`src/rtl/kalman_channel_scheduler.sv`:
```
// Round-robin front end that shares one kalman_filter datapath among N_CH sensor channels.
// Each accepted measurement is held on filt_meas, its result is captured once, and it is returned tagged with its channel.
module kalman_channel_scheduler #(
    parameter int DATA_WIDTH = 16,
    parameter int N_CH       = 4,
    parameter int CH_W       = 2,
    parameter int FILT_LAT   = 1
) (
    input  logic                       clk,
    input  logic                       rst,
    input  logic [N_CH-1:0]            req_valid,
    input  logic [N_CH*DATA_WIDTH-1:0] req_data,
    output logic [N_CH-1:0]            req_ready,
    output logic [DATA_WIDTH-1:0]      filt_meas,
    output logic                       filt_start,
    input  logic [DATA_WIDTH-1:0]      filt_result,
    output logic                       out_valid,
    output logic [CH_W-1:0]            out_ch,
    output logic [DATA_WIDTH-1:0]      out_data,
    input  logic                       out_ready,
    output logic                       busy
);

    localparam int CNT_W = $clog2(FILT_LAT + 1);

    typedef enum logic [1:0] {IDLE, WAIT, DONE} state_t;

    state_t            state, state_nxt;
    logic [CH_W-1:0]   rr_ptr;
    logic [CH_W-1:0]   gch;
    logic [CNT_W-1:0]  cnt;
    logic              grant_vld;
    logic [CH_W-1:0]   grant_ch;
    logic              accept;
    logic              capture;
    logic              release_done;
    logic              cnt_last;

    // Walk backwards so the channel closest to rr_ptr is the last (winning) assignment.
    always_comb begin
        grant_vld = 1'b0;
        grant_ch  = '0;
        for (int i = N_CH - 1; i >= 0; i--) begin
            if (req_valid[(int'(rr_ptr) + i) % N_CH]) begin
                grant_vld = 1'b1;
                grant_ch  = CH_W'((int'(rr_ptr) + i) % N_CH);
            end
        end
    end

    assign cnt_last = (cnt == CNT_W'(1));

    always_ff @(posedge clk or posedge rst) begin
        if (rst) state <= IDLE;
        else     state <= state_nxt;
    end

    always_comb begin
        state_nxt = state;
        case (state)
            IDLE:    if (grant_vld) state_nxt = WAIT;
            WAIT:    if (cnt_last)  state_nxt = DONE;
            DONE:    if (out_ready) state_nxt = IDLE;
            default: state_nxt = IDLE;
        endcase
    end

    always_comb begin
        accept       = (state == IDLE) && grant_vld;
        capture      = (state == WAIT) && cnt_last;
        release_done = (state == DONE) && out_ready;
        busy         = (state != IDLE);
        req_ready    = accept ? (N_CH'(1) << grant_ch) : '0;
    end

    always_ff @(posedge clk or posedge rst) begin
        if (rst) begin
            rr_ptr     <= '0;
            gch        <= '0;
            cnt        <= '0;
            filt_meas  <= '0;
            filt_start <= 1'b0;
            out_valid  <= 1'b0;
            out_ch     <= '0;
            out_data   <= '0;
        end else begin
            filt_start <= accept;
            if (accept) begin
                filt_meas <= req_data[grant_ch*DATA_WIDTH +: DATA_WIDTH];
                gch       <= grant_ch;
                cnt       <= CNT_W'(FILT_LAT);
            end else if (state == WAIT) begin
                cnt <= cnt - CNT_W'(1);
            end
            // filt_result is sampled exactly once per accepted measurement.
            if (capture) begin
                out_data  <= filt_result;
                out_ch    <= gch;
                out_valid <= 1'b1;
            end
            if (release_done) begin
                out_valid <= 1'b0;
                rr_ptr    <= (gch == CH_W'(N_CH - 1)) ? '0 : gch + CH_W'(1);
            end
        end
    end

endmodule

```
`config.mk`:
```
export PLATFORM = sky130hd
export DESIGN_NAME = kalman_channel_scheduler
export DESIGN_NICKNAME = d
export VERILOG_FILES = /design/src/rtl/kalman_channel_scheduler.sv
export SDC_FILE = /design/constraint.sdc
export NUM_CORES = 1
export LEC_CHECK = 0
export CAP_MARGIN = 20
export CORE_MARGIN = 2
export CORE_UTILIZATION = 38
export CTS_CLUSTER_DIAMETER = 80
export CTS_CLUSTER_SIZE = 10
export DETAILED_ROUTE_END_ITERATION = 10
export GPL_ROUTABILITY_DRIVEN = 0
export MAX_ROUTING_LAYER = met4
export PLACE_DENSITY = 0.9
export SYNTH_ARGS = -nofsm -noshare
export SYNTH_HDL_FRONTEND = slang
export SYNTH_SLANG_ARGS = --single-unit
```
`constraint.sdc`:
```
create_clock -name clk -period 2.1 [get_ports clk]
set_input_delay 0.42 -clock clk [delete_from_list [all_inputs] [get_ports clk]]
set_output_delay 0.42 -clock clk [all_outputs]
set_load 0.02 [all_outputs]
```
=== Yosys cells after proc, flatten, opt, wreduce, memory -nomap -nowiden ===
Index checks and enable logic that the tools add are counted.

* $add $sub $neg: 5
* Order comparisons: 4
* Eq/ne operators: 6
* Shift operators: 2
* Muxes and demuxes: 29
* Bitwise gates (word level): 3
* Reductions and logical operators: 11

{| class="wikitable"
|+ Operators with widths
! cell !! count
|-
| $shiftx A64 B7 Y16 || 1
|-
| $mux W2 || 8
|-
| $mux W1 || 15
|-
| $lt A3 B4 Y1 const B || 3
|-
| $bmux W1 S2 || 4
|-
| $ne A2 B2 Y1 const B || 3
|-
| $pmux W2 S3 || 1
|-
| $reduce_bool A2 Y1 || 3
|-
| $reduce_or A2 Y1 || 3
|-
| $add A2 B1 Y2 const B || 2
|-
| $add A2 B2 Y2 const B || 2
|-
| $eq A2 B2 Y1 const B || 2
|-
| $mux W4 || 1
|-
| $shl A1 B2 Y4 const A || 1
|-
| $and A1 B1 Y1 const A || 3
|-
| $logic_and A1 B1 Y1 || 3
|-
| $lt A2 B3 Y1 const B || 1
|-
| $reduce_and A3 Y1 || 1
|-
| $eq A2 B1 Y1 const B || 1
|-
| $logic_not A2 Y1 || 1
|-
| $sub A1 B1 Y1 const B || 1
|}

* Flip-flop bits (word level): 43
* Input bits: 87
* Output and inout bits: 41

=== Depth between registers and ports, before layout ===
Gate-level depths: netlist of the first run.

* Depth in word-level cells: 12
* Depth in mapped cells: 7
* Mapped depth without buffers: 6

=== Worst setup path before layout of the first run ===
OpenSTA, ideal clock, no wires.

* Kind: register to output
* Start point: reg state[1]
* End point: out req_ready[2]
* Arrival time: 1666 ps
* Data required time: 1680 ps
* Setup slack: 14 ps
* Cell stages (with the launch flop): 7
* Path buffers: 1
* Cells stage by stage: dfrtp_1 > or2_1 > or2_1 > inv_2 > o211ai_2 > buf_2 > nor2_1

* Cells in the longest elaborated chain, start to end: 3

{| class="wikitable"
|+ Ends and longest elaborated chain
! item !! line !! RTL
|-
| start, declared || 28 || <nowiki>state_t state, state_nxt;</nowiki>
|-
| start signal, assigned || 55 || <nowiki>else state <= state_nxt;</nowiki>
|-
| $logic_not A2 Y1 || 69 || <nowiki>accept = (state == IDLE) && grant_vld;</nowiki>
|-
| $logic_and A1 B1 Y1 || 69 ||
|-
| $mux W4 || 73 || <nowiki>req_ready = accept ? (N_CH'(1) << grant_ch) : '0;</nowiki>
|-
| end, declared || 13 || <nowiki>output logic [N_CH-1:0] req_ready,</nowiki>
|}

No other way between the ends.

=== Worst setup path after layout of the first run ===
Same ends and word-level chain as after synthesis.

==> metrics.yaml, run 1 <==
outcome:
  status: "finished, final reports clean"
placed_design:
  place_ws_ps: -640
  hpwl_mm: 4.81
  io_buffer_count: 127
  dp.cells: 409
cts:
  root_buffer: "clkbuf_8"
  path_clk_slew_ps: 80
  cts_tree: "yes"
  ctsLongestPathBuffers: 2
  htree_levels: 2
  cts_buffers: 5
  hold_buffers: 0
  cts.sinks: 43
  clk-insertion-delay-late_ps: 290
detailed_routing:
  vias: 2139
  antenna_left: 0
  wirelength_mm: 6.38
  detail_route.wl_per_cell_um: 15.2
  drc: 0
  viasPerCell: 5.11
  drt-pass1-iter-count: 4
  drt_iter0_markers: 38
power:
  power.leakage_uw: 0.00161
  total_power_uw: 5230
  vdd_drop_max_mv: 0.731
  powerDensity_mw_per_mm2: 1390
flow_run:
  maxCapViolations: 0
sta:
  timing.final.crit_share_pct: 98.7
  rsz0062_at_grt: "yes"
  fin_ws_ps: 26.4
  final.setup_skew_ps: 5.66
  slew-limit-headroom_pct: 62.7
  fin_crit_ps: 2070
  fmax_mhz: 482
  setup_tns_ps: 0
  worst_pin_slew_ps: 559
  slew_viol_final: 0
  finalHoldViolations: 0
  setup_viol: 0
floorplan:
  die_h_um: 80.9
  io_pins: 128
  die_w_um: 80.9
  row_count: 28
  initial_core_util_pct: 38.7
  die_area_mm2: 0.00655
  coreArea_mm2: 0.00582
synth:
  yosys_warnings: 0
  synth_cell_types: 34
  synth_nets: 289
  avgSynthCellArea_um2: 11.2
  netlist_instances: 201
  yosysSeqAreaShare_pct: 47.8
  synth.largest_area_cell: "dfrtp_1"
  synth_area_leaders: "dfrtp_1, mux2_2, mux2i_1, a211oi_1, and3_1"
  synth_top_area_share_pct: 47.8
  ys_seq_elements: 43
  syn_area_mm2: 0.00225
final_layout:
  stdcell_count: 419
  drive_gt1_share_pct: 17.7
  n_antenna_cell: 0
  final-seq-area_mm2: 0.00108
  layout.nets: 431
  area_delta_synth_final_pct: 67.7
  n_fill_cell: 502
  multi_input_area_mm2: 0.00109
worst_setup_path:
  crit_type: "register to output pin"
  cp_data_required_time_ps: 1680
  crit_path_start_kind: "register"
  worstPathMaxFanout: 6
  cp-end-kind: "output pin"
  critPathArrivalTime_ps: 1650
global_route:
  grt_pass1_vias: 2189
  overflow: 0
  grt_util_all_layers_pct: 20.3
  antenna_found_initial: 0
  grt_pass1_wl_mm: 10.1
  grt_max_degree: 44
hold_path:
  min_path_type: "register to register"
what timing repair did:
item,4_1_cts,5_1_grt
resized for setup,23,3
buffers inserted,1,1
pin swaps,2,3
setup endpoints to repair,4,4
registers in the layout (all words and copies together), names as in the netlist:
name and cells:
filt_meas 16, out_data 16, gch 2, out_ch 2, rr_ptr 2, state 2, cnt 1, filt_start 1
out_valid 1
metal layers:
| metal | up-vias | GRT usage, % | part of all wire, % |
|---|---|---|---|
| met3 | 10 | 6.22 | 6.7 |
| met5 | - | - | 0 |
| met4 | 0 | 5.25 | 1.2 |
| met2 | 75 | 34.5 | 51 |
| met1 | 1027 | 23.4 | 41 |
| li1 | 1027 | - | - |
Yosys cell counts:
| library cell | instances |
|---|---|
| nand2_1 | 7 |
| buf_4 | 3 |
| o21ai_0 | 14 |
| a211oi_1 | 15 |
| o2111ai_4 | 1 |
| dfrtp_1 | 43 |
| buf_2 | 5 |
| a21oi_1 | 1 |
| buf_6 | 2 |
| o31ai_1 | 3 |
| nand2b_1 | 6 |
| mux2i_1 | 18 |
| or2_1 | 2 |
| ha_1 | 1 |
| and2_1 | 1 |
| a21boi_0 | 2 |
| nor4_1 | 1 |
| nand2_4 | 1 |
| or2_4 | 1 |
| and3_1 | 17 |
| o211ai_1 | 1 |
| nor2_1 | 4 |
| nand3b_1 | 1 |
| inv_2 | 1 |
| nand4b_4 | 1 |
| inv_1 | 4 |
| o211ai_2 | 1 |
| nor2b_1 | 2 |
| o21ai_1 | 4 |
| clkbuf_1 | 3 |
| o21a_1 | 1 |
| mux2_2 | 19 |
| o22ai_1 | 14 |
| or2_2 | 1 |
through the flow:
step	utilization, %	hold WS, ps	cell area [um2]
after floorplan	-	451	2250
after global placement	63.2	480	3680
after detailed placement	63.2	489	3680
after CTS	64.5	507	3750
after global routing	64.9	532	3770
final	64.9	506	3770
layout by cell type, fill, tap and decap left out:
cell type        instances
nand2b_4                 1
mux2_2                  19
clkinvlp_4               1
nor4_2                   1
clkdlybuf4s50_1        119
or2_1                    2
nand2_4                  1
a21boi_0                 2
nand2b_1                 5
o21ai_0                 13
clkbuf_8                 5
a21oi_1                  1
o31ai_1                  3
nor2b_1                  2
nand4b_4                 1
ha_1                     1
buf_4                   24
o211ai_2                 1
clkbuf_1                 1
nand3b_1                 1
o21ai_1                  5
inv_1                    3
a211oi_1                15
dlygate4sd2_1            4
dfrtp_1                 43
or2_2                    1
o21a_1                   1
and3_1                  17
nand2_1                  7
buf_2                    1
mux2i_1                 18
o22ai_1                 14
and2_1                   1
clkinv_2                 1
nor2_1                   4
o211ai_1                 1
o2111ai_4                1
or2_4                    1
inv_2                    2
report_power, final:
group | total (uW) | switching, uW | internal [uW]
clock network | 512 | 280 | 233
logic | 3230 | 1580 | 1650
registers | 1490 | 227 | 1260
cell type report:
class | instances | area share, %
Tap cell | 75 | 2.49
Clock inverter | 2 | 0.332
Clock buffer | 6 | 1.92
Multi-Input combinational cell | 140 | 28.8
Inverter | 5 | 0.498
Sequential cell | 43 | 28.5
Timing Repair Buffer | 148 | 37.4
cells by family after synthesis:
| family | after synthesis | share of synthesized area (%) |
|---|---|---|
| muxes | 37 | 17.5 |
| adders and majority gates | 1 | 0.556 |
| buffers and inverters | 18 | 4.45 |
| DFF | 43 | 47.8 |
| AOI/OAI and AO/OA | 57 | 17.2 |
| and+or+nand+nor | 45 | 12.5 |
final timing paths:
| check | end | from | cells past startpoint | slack [ps] |
|---|---|---|---|---|
| min in group asynchronous | out_data[12] | rst | 3 | 610 |
| min reg2reg | rr_ptr[0] | rr_ptr[0] | 2 | 510 |
| max in group asynchronous | filt_meas[1] | rst | 3 | 1110 |
| min | rr_ptr[0] | rr_ptr[0] | 2 | 510 |
| max reg2reg | filt_meas[13] | rr_ptr[0] | 7 | 430 |
| max | req_ready[2] | state[1] | 6 | 30 |
worst max-delay path: stages (launching register included):
cell      delay, ps
dfrtp_1         380
or2_1           250
or2_1           250
inv_2           110
o211ai_2         90
nor2_1          120
buf_4           160
(Power assumes the default switching activity.)
==> run 2: changes to the inputs <==
--- a/config.mk
+++ b/config.mk
@@ -12,6 +12,7 @@
 export CTS_CLUSTER_SIZE = 10
 export DETAILED_ROUTE_END_ITERATION = 10
 export GPL_ROUTABILITY_DRIVEN = 0
+export HOLD_SLACK_MARGIN = 0.15
 export MAX_ROUTING_LAYER = met4
 export PLACE_DENSITY = 0.9
 export SYNTH_ARGS = -nofsm -noshare
==> results of run 2 <==
Final layout, timing and power as in run 1 (identical DEF).
